$ cat config.mk
export PLATFORM = sky130hd
export DESIGN_NAME = spike_decoder
export DESIGN_NICKNAME = d
export VERILOG_FILES = /design/src/rtl/snn_pkg.sv /design/src/rtl/spike_tick_gen.sv /design/src/rtl/spike_decoder.sv
export SDC_FILE = /design/constraint.sdc
export NUM_CORES = 1
export LEC_CHECK = 0
export CAP_MARGIN = 20
export CORE_ASPECT_RATIO = 0.8
export CORE_MARGIN = 10
export CORE_UTILIZATION = 58
export CTS_BUF_LIST = sky130_fd_sc_hd__clkbuf_8
export DETAILED_ROUTE_END_ITERATION = 7
export GPL_TIMING_DRIVEN = 0
export PLACE_DENSITY = 0.81
export SYNTH_ARGS = -nofsm -noshare
export SYNTH_HDL_FRONTEND = slang
export SYNTH_SLANG_ARGS = --single-unit
$ cat constraint.sdc
create_clock -name clk_i -period 11.71 [get_ports clk_i]
set_input_delay 1.171 -clock clk_i [delete_from_list [all_inputs] [get_ports clk_i]]
set_output_delay 1.171 -clock clk_i [all_outputs]
set_load 0.005 [all_outputs]
$ cat src/rtl/snn_pkg.sv
// -----------------------------------------------------------------------------
// snn_pkg
// Constants and helpers shared by the ECG delta-threshold spike encoder and
// the spike decoder.
//   DATA_W        : width of ECG levels and delta steps
//   DEF_UPPER_THR : encoder default upper threshold
//   DEF_LOWER_THR : encoder default lower threshold
//   DEF_MID_LEVEL : midpoint of the two thresholds (decoder start level)
//   sat_addsub()  : one delta step up or down with clamping to [min, max];
//                   returns {value, clamped}
// -----------------------------------------------------------------------------
package snn_pkg;

  localparam int DATA_W = 32;

  localparam logic [DATA_W-1:0] DEF_UPPER_THR = 32'd70;
  localparam logic [DATA_W-1:0] DEF_LOWER_THR = 32'd10;
  localparam logic [DATA_W-1:0] DEF_MID_LEVEL = (DEF_UPPER_THR + DEF_LOWER_THR) >> 1;

  typedef enum logic {
    DIR_UP = 1'b0,
    DIR_DN = 1'b1
  } step_dir_e;

  typedef struct packed {
    logic [DATA_W-1:0] value;
    logic              clamped;
  } sat_res_t;

  // Up steps are formed in DATA_W+1 unsigned bits so the carry is never lost;
  // down steps are formed as signed DATA_W+1 bits so an underflow shows up as
  // a negative number rather than a wrap.
  function automatic sat_res_t sat_addsub(
    input logic [DATA_W-1:0] level,
    input logic [DATA_W-1:0] delta,
    input step_dir_e         dir,
    input logic [DATA_W-1:0] min_v,
    input logic [DATA_W-1:0] max_v
  );
    logic        [DATA_W:0] sum;
    logic signed [DATA_W:0] diff;
    sat_res_t               res;
    res = '0;
    if (dir == DIR_UP) begin
      sum = {1'b0, level} + {1'b0, delta};
      if (sum > {1'b0, max_v}) begin
        res.value   = max_v;
        res.clamped = 1'b1;
      end else begin
        res.value   = sum[DATA_W-1:0];
        res.clamped = 1'b0;
      end
    end else begin
      diff = $signed({1'b0, level}) - $signed({1'b0, delta});
      if (diff < $signed({1'b0, min_v})) begin
        res.value   = min_v;
        res.clamped = 1'b1;
      end else begin
        res.value   = diff[DATA_W-1:0];
        res.clamped = 1'b0;
      end
    end
    return res;
  endfunction

endpackage

$ cat src/rtl/spike_tick_gen.sv
// -----------------------------------------------------------------------------
// spike_tick_gen
// Sample-rate divider: a counter running 0..CLK_DIV-1 that wraps, with a
// tick on its last count. With CLK_DIV = 1 the tick is high every cycle.
//   clk_i  : system clock
//   rst_i  : asynchronous active-high reset (counter -> 0)
//   tick_o : high during the last fast clock of each sample period
// -----------------------------------------------------------------------------
module spike_tick_gen #(
  parameter int unsigned CLK_DIV = 1200000
) (
  input  logic clk_i,
  input  logic rst_i,
  output logic tick_o
);

  localparam int unsigned CW = (CLK_DIV > 1) ? $clog2(CLK_DIV) : 1;
  localparam logic [CW-1:0] LAST = CW'(CLK_DIV - 1);

  logic [CW-1:0] cnt_r;

  assign tick_o = (cnt_r == LAST);

  always_ff @(posedge clk_i or posedge rst_i) begin
    if (rst_i) begin
      cnt_r <= '0;
    end else if (tick_o) begin
      cnt_r <= '0;
    end else begin
      cnt_r <= cnt_r + CW'(1);
    end
  end

endmodule

$ cat src/rtl/spike_decoder.sv
// -----------------------------------------------------------------------------
// spike_decoder
// Receive-side counterpart of the ECG delta-threshold spike encoder. Rising
// edges on the UP/DOWN spike lines step a reconstruction level by delta_i
// (clamped to [MIN_LEVEL, MAX_LEVEL]); once per sample period the level and
// the period's event counts are published with a one-cycle valid strobe.
//   clk_i       : system clock
//   rst_i       : asynchronous active-high reset
//   spike_up_i  : upper-threshold spike, event = rising edge
//   spike_dn_i  : lower-threshold spike, event = rising edge
//   delta_i     : unsigned step size, sampled in the event cycle
//   ecg_o       : reconstructed level, updated at each tick edge
//   ecg_valid_o : one-cycle strobe after each tick edge
//   up_cnt_o    : UP events in the last completed period
//   dn_cnt_o    : DOWN events in the last completed period
//   sat_o       : sticky, a clamp has occurred since reset
// -----------------------------------------------------------------------------
module spike_decoder
  import snn_pkg::*;
#(
  parameter int unsigned       CLK_DIV       = 1200000,
  parameter logic [DATA_W-1:0] DEFAULT_LEVEL = DEF_MID_LEVEL,
  parameter logic [DATA_W-1:0] MIN_LEVEL     = '0,
  parameter logic [DATA_W-1:0] MAX_LEVEL     = 32'hFFFF_FFFF,
  parameter int                CNT_W         = 16
) (
  input  logic              clk_i,
  input  logic              rst_i,
  input  logic              spike_up_i,
  input  logic              spike_dn_i,
  input  logic [DATA_W-1:0] delta_i,
  output logic [DATA_W-1:0] ecg_o,
  output logic              ecg_valid_o,
  output logic [CNT_W-1:0]  up_cnt_o,
  output logic [CNT_W-1:0]  dn_cnt_o,
  output logic              sat_o
);

  logic              up_prev_r;
  logic              dn_prev_r;
  logic              up_ev;
  logic              dn_ev;
  logic              tick;
  logic [DATA_W-1:0] level_r;
  logic [DATA_W-1:0] level_next;
  logic              step_clamp;
  sat_res_t          step_res;
  logic [CNT_W-1:0]  win_up_r;
  logic [CNT_W-1:0]  win_dn_r;
  logic [CNT_W-1:0]  win_up_next;
  logic [CNT_W-1:0]  win_dn_next;

  // Window counters stick at all-ones instead of wrapping.
  function automatic logic [CNT_W-1:0] cnt_sat_inc(
    input logic [CNT_W-1:0] c,
    input logic             inc
  );
    if (inc && (c != {CNT_W{1'b1}})) begin
      return c + CNT_W'(1);
    end
    return c;
  endfunction

  spike_tick_gen #(
    .CLK_DIV (CLK_DIV)
  ) u_tick_gen (
    .clk_i  (clk_i),
    .rst_i  (rst_i),
    .tick_o (tick)
  );

  assign up_ev = spike_up_i & ~up_prev_r;
  assign dn_ev = spike_dn_i & ~dn_prev_r;

  // Simultaneous UP and DOWN cancel; only a lone event moves the level.
  always_comb begin
    level_next = level_r;
    step_clamp = 1'b0;
    step_res   = '0;
    if (up_ev ^ dn_ev) begin
      step_res   = sat_addsub(level_r, delta_i, up_ev ? DIR_UP : DIR_DN,
                              MIN_LEVEL, MAX_LEVEL);
      level_next = step_res.value;
      step_clamp = step_res.clamped;
    end
  end

  // Counts including the current cycle's event, so a tick-cycle event lands
  // in the period that is being closed.
  assign win_up_next = cnt_sat_inc(win_up_r, up_ev);
  assign win_dn_next = cnt_sat_inc(win_dn_r, dn_ev);

  // ---- register stage: edge detect, level, window, published outputs ----
  always_ff @(posedge clk_i or posedge rst_i) begin
    if (rst_i) begin
      up_prev_r   <= 1'b0;
      dn_prev_r   <= 1'b0;
      level_r     <= DEFAULT_LEVEL;
      win_up_r    <= '0;
      win_dn_r    <= '0;
      ecg_o       <= DEFAULT_LEVEL;
      ecg_valid_o <= 1'b0;
      up_cnt_o    <= '0;
      dn_cnt_o    <= '0;
      sat_o       <= 1'b0;
    end else begin
      up_prev_r   <= spike_up_i;
      dn_prev_r   <= spike_dn_i;
      level_r     <= level_next;
      sat_o       <= sat_o | step_clamp;
      ecg_valid_o <= tick;
      if (tick) begin
        ecg_o    <= level_next;
        up_cnt_o <= win_up_next;
        dn_cnt_o <= win_dn_next;
        win_up_r <= '0;
        win_dn_r <= '0;
      end else begin
        win_up_r <= win_up_next;
        win_dn_r <= win_dn_next;
      end
    end
  end

endmodule
Yosys cells after proc, flatten, opt, wreduce, memory -nomap -nowiden
Index checks and enable logic that the tools add are counted.

storage, ports and cells
  flip-flop bits (word level) = 153
  input port bits = 36
  output and inout port bits = 66
  word-level logic and storage cells = 43

operators by class
  add/subtract/negate cells = 5
  magnitude comparators = 2
  eq/ne operators = 3
  multiplexer cells = 14
  bitwise gates (word level) = 6
  reduce and logical (&&, ||, !) cells = 2

operator list
  cell                   number
  $mux 33                3
  $mux 16                6
  $add 32x32->33         1
  $gt 33x32->1 const B   1
  $lt 33x1->1 const B    1
  $sub 32x32->33         1
  $add 16x1->16 const B  2
  $mux 32                1
  $ne 16x16->1 const B   2
  $add 21x1->21 const B  1
  $eq 21x21->1 const B   1
  $mux 21                1
  $mux 1                 3
  $and 1x1->1            2
  $logic_and 1x1->1      2
  $not 1->1              2
  $or 1x1->1             1
  $xor 1x1->1            1

Depth between registers and ports, before layout
Gate-level depths: netlist of the first run.

  word-level depth = 6
  depth in mapped cells = 16
  depth with buffers taken out = 14

Cells and area by module
A second synthesis of the first run with hierarchy kept.

second synthesis, totals
  cell total of the unflattened synthesis = 1136
  area, all modules = 10047.1 µm²

by module, submodules not included
  module          times used  cells each  area an instance (µm²)  sequential area each (µm²)
  spike_decoder   1           1039        9044.9                  3308.2
  spike_tick_gen  1           97          1002.2                  525.5

Worst setup path after synthesis of the first run
OpenSTA, ideal clock, no wires.

  kind = input-to-reg
  from = input delta_i[0]
  to = register ecg_o[27]
  library setup time = 0.125 ns
  data arrival time = 3.738 ns
  data required time = 11.585 ns
  setup slack = 7.847 ns
  cell stages on the path = 14
  path buffers = 1
  path through = ha_1 inv_1 fa_1 a211oi_2 o21bai_1 a31oi_2 o311a_2 o211ai_4 o21a_1 buf_6 a221o_1 a21oi_1 nor2_1 mux2_4

on the way
  longest elaborated chain between the ends = 5
  elaborated cells on any way between the ends = 8
  those cells by class = add/sub: 2; order compare: 2; mux: 4

RTL lines
  item                                              RTL line                      RTL
  start, declared                                   spike_decoder.sv:31           input logic [DATA_W-1:0] delta_i,
  $sub 32x32->33 or $add 32x32->33 (tied branches)  snn_pkg.sv:54, snn_pkg.sv:45
  $lt 33x1->1 or $gt 33x32->1 (tied branches)       snn_pkg.sv:55, snn_pkg.sv:46
  $mux 33 (on tied branches)                        snn_pkg.sv:55, snn_pkg.sv:46
  $mux 33 (*)                                       snn_pkg.sv:44                 if (dir == DIR_UP) begin
  $mux 32 (*)                                       spike_decoder.sv:80           if (up_ev ^ dn_ev) begin
  named net level_next[27]                          spike_decoder.sv:45           logic [DATA_W-1:0] level_next;
  end signal, assigned                              spike_decoder.sv:113          ecg_o <= level_next;
  end, declared                                     spike_decoder.sv:32           output logic [DATA_W-1:0] ecg_o,

The timed path passes the listed nets; every way through them passes the cells marked *.
A chain may end at the register's enable or synchronous reset.

Final worst setup path of the first run
  from = input delta_i[0]
  to = register ecg_o[4]

on the way
  longest elaborated chain between the ends = 5
  elaborated cells on any way between the ends = 8
  those cells by class = add/sub: 2; order compare: 2; mux: 4

RTL lines
  item                                              RTL line
  $sub 32x32->33 or $add 32x32->33 (tied branches)  snn_pkg.sv:54, snn_pkg.sv:45
  $lt 33x1->1 or $gt 33x32->1 (tied branches)       snn_pkg.sv:55, snn_pkg.sv:46
  $mux 33 (on tied branches)                        snn_pkg.sv:55, snn_pkg.sv:46
  $mux 33 (*)                                       snn_pkg.sv:44
  $mux 32 (*)                                       spike_decoder.sv:80

Every way passes the cells marked *; elsewhere a longest branch is shown, timed or not.

==> results of run 1 <==
worst max-delay path, cell delays in order:
cell and delay (ps):
clkdlybuf4s50_1 510, ha_1 190, inv_1 60, fa_1 420, nor2_1 170, o221ai_1 200, a211oi_2 480, o41ai_2 180
a21oi_2 360, a21oi_2 210, o21ai_1 200, buf_4 280, buf_6 220, a221oi_1 90, o31ai_1 290
layout make-up:
class                           instances  area, sq um  area share (%)
Multi-Input combinational cell        885         5883           48.81
Buffer                                 60        306.5           2.543
Inverter                               74        282.8           2.346
Sequential cell                       153         3834           31.80
Clock inverter                         15        193.9           1.609
Tap cell                              225        281.5           2.335
Clock buffer                           17        234.0           1.941
Timing Repair Buffer                  102         1039           8.615
registers in the layout, indices dropped and copies added (netlist names), 16 cells and up:
register          flops
ecg_o                32
u_tick_gen.cnt_r     21
dn_cnt_o             16
win_dn_r             16
up_cnt_o             16
win_up_r             16
level_r              32
routing by layer:
| metal | global-route usage, % | up-vias |
|---|---|---|
| li1 | - | 4350 |
| met3 | 6.261 | 55 |
| met4 | 6.893 | 0 |
| met5 | 0 | - |
| met1 | 34.72 | 4432 |
| met2 | 36.04 | 399 |
cell families after synthesis:
kind of cell / after synthesis
AOI/OAI and AO/OA: 298
xor gates and xnor gates: 88
adders and majority gates: 69
buffers and inverters: 134
DFF: 153
muxes: 24
and+or+nand+nor: 406
worst min path at each step:
stage | start | end | slack [ps] | cells after the start
5_1_grt | u_tick_gen.cnt_r[0] | u_tick_gen.cnt_r[0] | 490 | 1
4_1_cts | u_tick_gen.cnt_r[0] | u_tick_gen.cnt_r[0] | 470 | 1
2_1_floorplan | u_tick_gen.cnt_r[0] | u_tick_gen.cnt_r[0] | 430 | 1
3_3_place_gp | u_tick_gen.cnt_r[0] | u_tick_gen.cnt_r[0] | 450 | 1
6_report | u_tick_gen.cnt_r[0] | u_tick_gen.cnt_r[0] | 470 | 1
3_5_place_dp | u_tick_gen.cnt_r[0] | u_tick_gen.cnt_r[0] | 450 | 1
cells in the mapped netlist (7+ instances only):
cell	n
a211oi_1	8
a21o_1	13
a21oi_1	78
a221oi_2	9
a31oi_1	12
buf_2	7
buf_6	7
clkbuf_1	34
dfrtp_1	149
ha_1	67
inv_1	73
mux2_2	17
nand2_1	101
nand2b_1	10
nand3_1	27
nand4_1	22
nor2_1	162
nor2b_1	12
nor3_1	20
nor4_1	11
o21a_1	9
o21ai_0	65
o21bai_1	7
o31ai_1	26
xnor2_1	58
xor2_1	30
report_power, final:
part / switching, mW / internal (mW) / total (mW)
Clock: 0.261 / 0.167 / 0.428
Sequential: 0.0794 / 0.606 / 0.685
Combinational: 0.935 / 0.574 / 1.51
==> metrics.md, run 1 <==
| Metric | Value |
|---|---|
| GR Util All Layers | `24.50%` |
| Placer congestion estimate | `0.9784` |
| Hold buffers post-CTS | `0` |
| CP Class | `in2reg` |
| N_diodes | `0` |
| MaxCap Viol Count | `0` |
| XOR/XNOR share of the synthesized area | `7.482%` |
| # IOs | `102` |
| Post-DP Area | `11,630 sq um` |
| Hold crit path type | `reg2reg` |
| RSZ-0062 raised after global routing | `no` |
| Routed wire length | `29,370 microns` |
| Fraction of registers with async set/reset | `100.0%` |
| Biggest area consumer among synthesized cells | `dfrtp_1` |
| Crit Path Max Fanout | `10` |
| DR top layer | `met4` |
| Final std cells w/o fill | `1,531` |
| CP startpoint | `delta_i[0]` |
| Placed cell count | `1,499` |
| RR Endpoint | `ecg_o[4]` |
| Clk sinks | `153` |
| Die W | `169 microns` |
| Slew Limit Fails | `0` |
| Fin Hold WS | `470.9 ps` |
| Synth top area share | `36.20%` |
| Post-route DRC | `0` |
| Pwr per Cell Area | `217.5 nW/um^2` |
| Reg2reg start | `level_r[0]` |
| Die height | `139.2 microns` |
| Most frequent cells in the layout | `nor2_1 (162), dfrtp_1 (149), nand2_1 (101), clkdlybuf4s50_1 (101), a21oi_1 (78)` |
| Synthesized flop and latch total | `153` |
| Setup WS post-layout | `7039 ps` |
| Worst VDD drop | `107.4 uV` |
| Buffers on Ports | `101` |
| Register-to-Register Setup Slack | `7870 ps` |
| Number of synthesized flops with an enable pin | `0` |
| Synth area leaders | `dfrtp_1 (36%), ha_1 (8.1%), nor2_1 (5.9%)` |
| Final hold vios | `0` |
| Final setup violation count | `0` |
| Worst setup path endpoint | `ecg_o[4]` |
| Synth Area in Compound Gates | `20.25%` |
| CP endpoint kind | `register` |
| Starting density of the core | `59.28%` |
| Slew margin rel. | `32.09%` |
| Initial drt markers | `924` |
| Final min period | `4671 ps` |
| Hpwl dp | `21,920 microns` |
| Mean Syn Cell Area | `8.789 sq um` |
| Syn Nets | `1,277` |
| Skew final | `21.13 ps` |
| DR vias | `9,236` |
| Share of cells above drive strength 1 | `8.882%` |
| Fin nets | `1,398` |
| Met3 wire length | `2758 microns` |
| Commonest non-fill, non-tap cell in the layout | `nor2_1` |
| Total CTS buffers | `17` |
| Final period util | `39.89%` |
| Worst-Margin Slew | `1009 ps` |
| Arrival @ worst endpoint | `5060 ps` |
| DR pass1 iterations | `6` |
| Final ANT Viol Nets | `0` |
| # rows | `43` |
| Area delta synth->final | `17.02%` |
| Setup Fix Bufs, Post-CTS | `0` |
| Fin util | `69.36%` |
| Adder-cell share of the synthesized area | `8.527%` |
| Syn Std Cell Area | `10,300 sq um` |
| Power Total | `2.622 mW` |
| Vias in the first global route | `8,795` |
| Pin count of the biggest net entering global routing | `101` |
| CTS tree | `built` |
| H-tree depth | `4` |
| Metal-1 WL | `13,200 microns` |
| Crit start category | `input port` |
| Max Freq | `214.1 MHz` |
| Die footprint | `23,520 sq um` |
| Worst-Skew Late Latency | `480 ps` |
| First-pass GRT wire length | `46,810 microns` |
| DR vias/cell | `6.033` |
| Sequential area share after synthesis | `37.22%` |
| Setup WS pre-CTS | `6755 ps` |
| # fillers | `1,402` |
| LEAKAGE | `5.319 nW` |
| Initial antenna violation count | `0` |
| Yosys warns | `0` |
| Syn Inst Count | `1,172` |
| Met2 WL | `12,850 microns` |
| Synth cell types | `88` |
| Fin Setup TNS | `0 ps` |
| Mux share of post-synthesis cell area | `2.587%` |
| Gr ovfl total | `0` |
| Reg clk slew, reported paths | `120 ps` |
| Status | `completed` |
| CTS root buffer | `clkbuf_8` |
| Simple-Gate Fraction of Synth Area | `18.27%` |
| CTS max path bufs | `2` |
| CP required | `12,090 ps` |
| Core ar. | `17,380 sq um` |
| Worst Reg-to-Reg Cells | `14` |
| Largest family of logic cells by synthesized area | `compound AO/OA/AOI/OAI gates` |
| CTS-repair resized insts | `0` |
| DR WL/cell | `19.19 microns` |
| Final Instance Area | `12,050 sq um` |
| Synth Flop Type | `dfrtp_1` |
(Power assumes the default switching activity.)
==> inputs of run 2 (changes only) <==
Settings changed: CORE_UTILIZATION 58 to 54, PLACE_DENSITY 0.81 to 0.79.
Clock period 11.71 ns to 4.1 ns, I/O delays scaled along.
==> run 2 against run 1 <==
Utilization shrank 4.9 points. Register-to-register slack lost 7600 ps. Highest routed layer unchanged. Die area grew 6.4%. Clock skew shrank 2.7 ps. Largest power group unchanged.
==> metrics.md, run 2 (same netlist as run 1, synthesis figures left out) <==
| Metric | Value |
|---|---|
| Fin Setup TNS | `0 ps (unchanged)` |
| Hpwl dp | `21,800 microns (was 21,920 microns)` |
| Critical-path cell list | `inv_1, ha_1, inv_1, fa_1, a211oi_2, o21bai_1, a31oi_2, o311a_2, o211ai_4, o21ai_2, o221ai_1, a21oi_1, nor2_1, mux2_4 (was clkdlybuf4s50_1, ha_1, inv_1, fa_1, nor2_1, o221ai_1, a211oi_2, o41ai_2, a21oi_2, a21oi_2, o21ai_1, buf_4, buf_6, a221oi_1, o31ai_1)` |
| Setup Fix Bufs, Post-CTS | `0 (unchanged)` |
| Routed wire length | `29,120 microns (was 29,370 microns)` |
| Register-to-Register Setup Slack | `280 ps (was 7870 ps)` |
| Pwr per Cell Area | `614.0 nW/um^2 (was 217.5 nW/um^2)` |
| Post-DP Area | `11,720 sq um (was 11,630 sq um)` |
| Initial antenna violation count | `0 (unchanged)` |
| Placer congestion estimate | `0.9657 (was 0.9784)` |
| Crit start category | `register (was input port)` |
| Status | `completed (unchanged)` |
| CTS-repair resized insts | `0 (unchanged)` |
| CTS max path bufs | `2 (unchanged)` |
| Worst path max stage delay | `580 ps (was 510 ps)` |
| Fin nets | `1,402 (was 1,398)` |
| Power Total | `7.463 mW (was 2.622 mW)` |
| # rows | `45 (was 43)` |
| Reg clk slew, reported paths | `110 ps (was 120 ps)` |
| Total CTS buffers | `17 (unchanged)` |
| Area delta synth->final | `17.99% (was 17.02%)` |
| Most frequent cells in the layout | `nor2_1 (162), dfrtp_1 (149), nand2_1 (101), clkdlybuf4s50_1 (101), a21oi_1 (78) (unchanged)` |
| GR Util All Layers | `23.20% (was 24.50%)` |
| Final setup violation count | `0 (unchanged)` |
| Critical path's slowest cell | `o21ai_2 (was clkdlybuf4s50_1)` |
| Final period util | `93.06%` |
| MaxCap Viol Count | `0 (unchanged)` |
| Starting density of the core | `54.61% (was 59.28%)` |
| Die footprint | `25,040 sq um (was 23,520 sq um)` |
| N_diodes | `0 (unchanged)` |
| CP required | `4480 ps (was 12,090 ps)` |
| # fillers | `1,621 (was 1,402)` |
| DR pass1 iterations | `7 (was 6)` |
| Post-route DRC | `0 (unchanged)` |
| CTS root buffer | `clkbuf_8 (unchanged)` |
| Final min period | `3816 ps` |
| Worst VDD drop | `310.7 uV (was 107.4 uV)` |
| Die height | `143.5 microns (was 139.2 microns)` |
| Crit Path Max Fanout | `9 (was 10)` |
| CP Class | `reg2reg (was in2reg)` |
| Worst-Skew Late Latency | `500 ps (was 480 ps)` |
| DR WL/cell | `18.57 microns (was 19.19 microns)` |
| DR vias/cell | `5.860 (was 6.033)` |
| Clk sinks | `153 (unchanged)` |
| Max Freq | `262.1 MHz` |
| Pin count of the biggest net entering global routing | `43 (was 101)` |
| Die W | `174.4 microns (was 169 microns)` |
| Worst-Margin Slew | `1039 ps (was 1009 ps)` |
| First-pass GRT wire length | `46,750 microns (was 46,810 microns)` |
| Hold buffers post-CTS | `0 (unchanged)` |
| Commonest non-fill, non-tap cell in the layout | `nor2_1 (unchanged)` |
| H-tree depth | `4 (unchanged)` |
| CP dominant cell by count | `inv_1 (was a21oi_2)` |
| Initial drt markers | `911 (was 924)` |
| Final ANT Viol Nets | `0 (unchanged)` |
| Hold crit path type | `in2async (was reg2reg)` |
| Largest registers | `ecg_o x32, level_r x32, u_tick_gen.cnt_r x21 (unchanged)` |
| Final Instance Area | `12,150 sq um (was 12,050 sq um)` |
| Gr ovfl total | `0 (unchanged)` |
| Share of cells above drive strength 1 | `9.160% (was 8.882%)` |
| Vias in the first global route | `8,974 (was 8,795)` |
| LEAKAGE | `5.347 nW (was 5.319 nW)` |
| CP endpoint kind | `register (unchanged)` |
| Core ar. | `18,860 sq um (was 17,380 sq um)` |
| Buffers on Ports | `101 (unchanged)` |
| Final hold vios | `0 (unchanged)` |
| CTS tree | `built (unchanged)` |
| # IOs | `102 (unchanged)` |
| RSZ-0062 raised after global routing | `no (unchanged)` |
| Slew margin rel. | `30.72% (was 32.09%)` |
| DR vias | `9,189 (was 9,236)` |
| Slew Limit Fails | `0 (unchanged)` |
| Skew final | `18.41 ps (was 21.13 ps)` |
| Arrival @ worst endpoint | `4200 ps (was 5060 ps)` |
## run 2: critical path, delay by kind of cell (launching register included)
kind / cells / cell delay (ps)
AO/OA/AOI/OAI: 8 / 2180
adder cells (fa/ha/maj): 2 / 620
flip-flops: 1 / 420
multiplexers: 1 / 260
buffers and inverters: 2 / 140
AND/OR/NAND/NOR: 1 / 110
## run 2: path summary, 6_finish.rpt
check	startpoint	endpoint	cells past startpoint
max in group asynchronous	rst_i	level_r[23]	5
setup / recovery	level_r[0]	ecg_o[27]	14
setup reg to reg	level_r[0]	ecg_o[27]	14
hold reg to reg	u_tick_gen.cnt_r[0]	u_tick_gen.cnt_r[0]	1
min in group clk_i	spike_dn_i	dn_prev_r	1
hold / removal	rst_i	ecg_o[8]	2
## run 2: per-layer routing
layer / vias up / part of all wire [%] / routed length (microns) / global-route usage, %
li1: 4364 / - / - / -
met1: 4391 / 45 / 13250 / 31.28
met2: 378 / 43 / 12550 / 35.05
met3: 56 / 9.3 / 2703 / 7.210
met4: 0 / 2.1 / 620 / 6.915
met5: - / 0 / 0 / 0
## run 2: final cells by class
cell class	instances	area (sq um)	area share [%]
multi-input combinational	885	5883	48.40
clock buffer	17	234.0	1.925
sequential	153	3834	31.54
timing repair buffer	106	1096	9.018
buffer	60	306.5	2.522
inverter	74	281.5	2.316
tap	258	322.8	2.656
clock inverter	15	196.4	1.616
## run 2: power breakdown
group | internal, mW | switching (mW)
Combinational | 1.64 | 2.63
Sequential | 1.73 | 0.229
Clock | 0.475 | 0.757
Total | 3.85 | 3.61
## run 2: metrics by stage
step | std cells | worst slack [ps] | utilization, % | hold slack [ps]
final | 1568 | 284.5 | 64.44 | 222.5
after global routing | 1568 | 46.24 | 64.44 | 250.5
after CTS | 1567 | 382.1 | 64.41 | 230.5
after detailed placement | 1535 | -78.07 | 62.13 | 455.3
after global placement | 1531 | -40.98 | 61.70 | 443.1
after floorplan | 1172 | 983.4 | - | 432.9
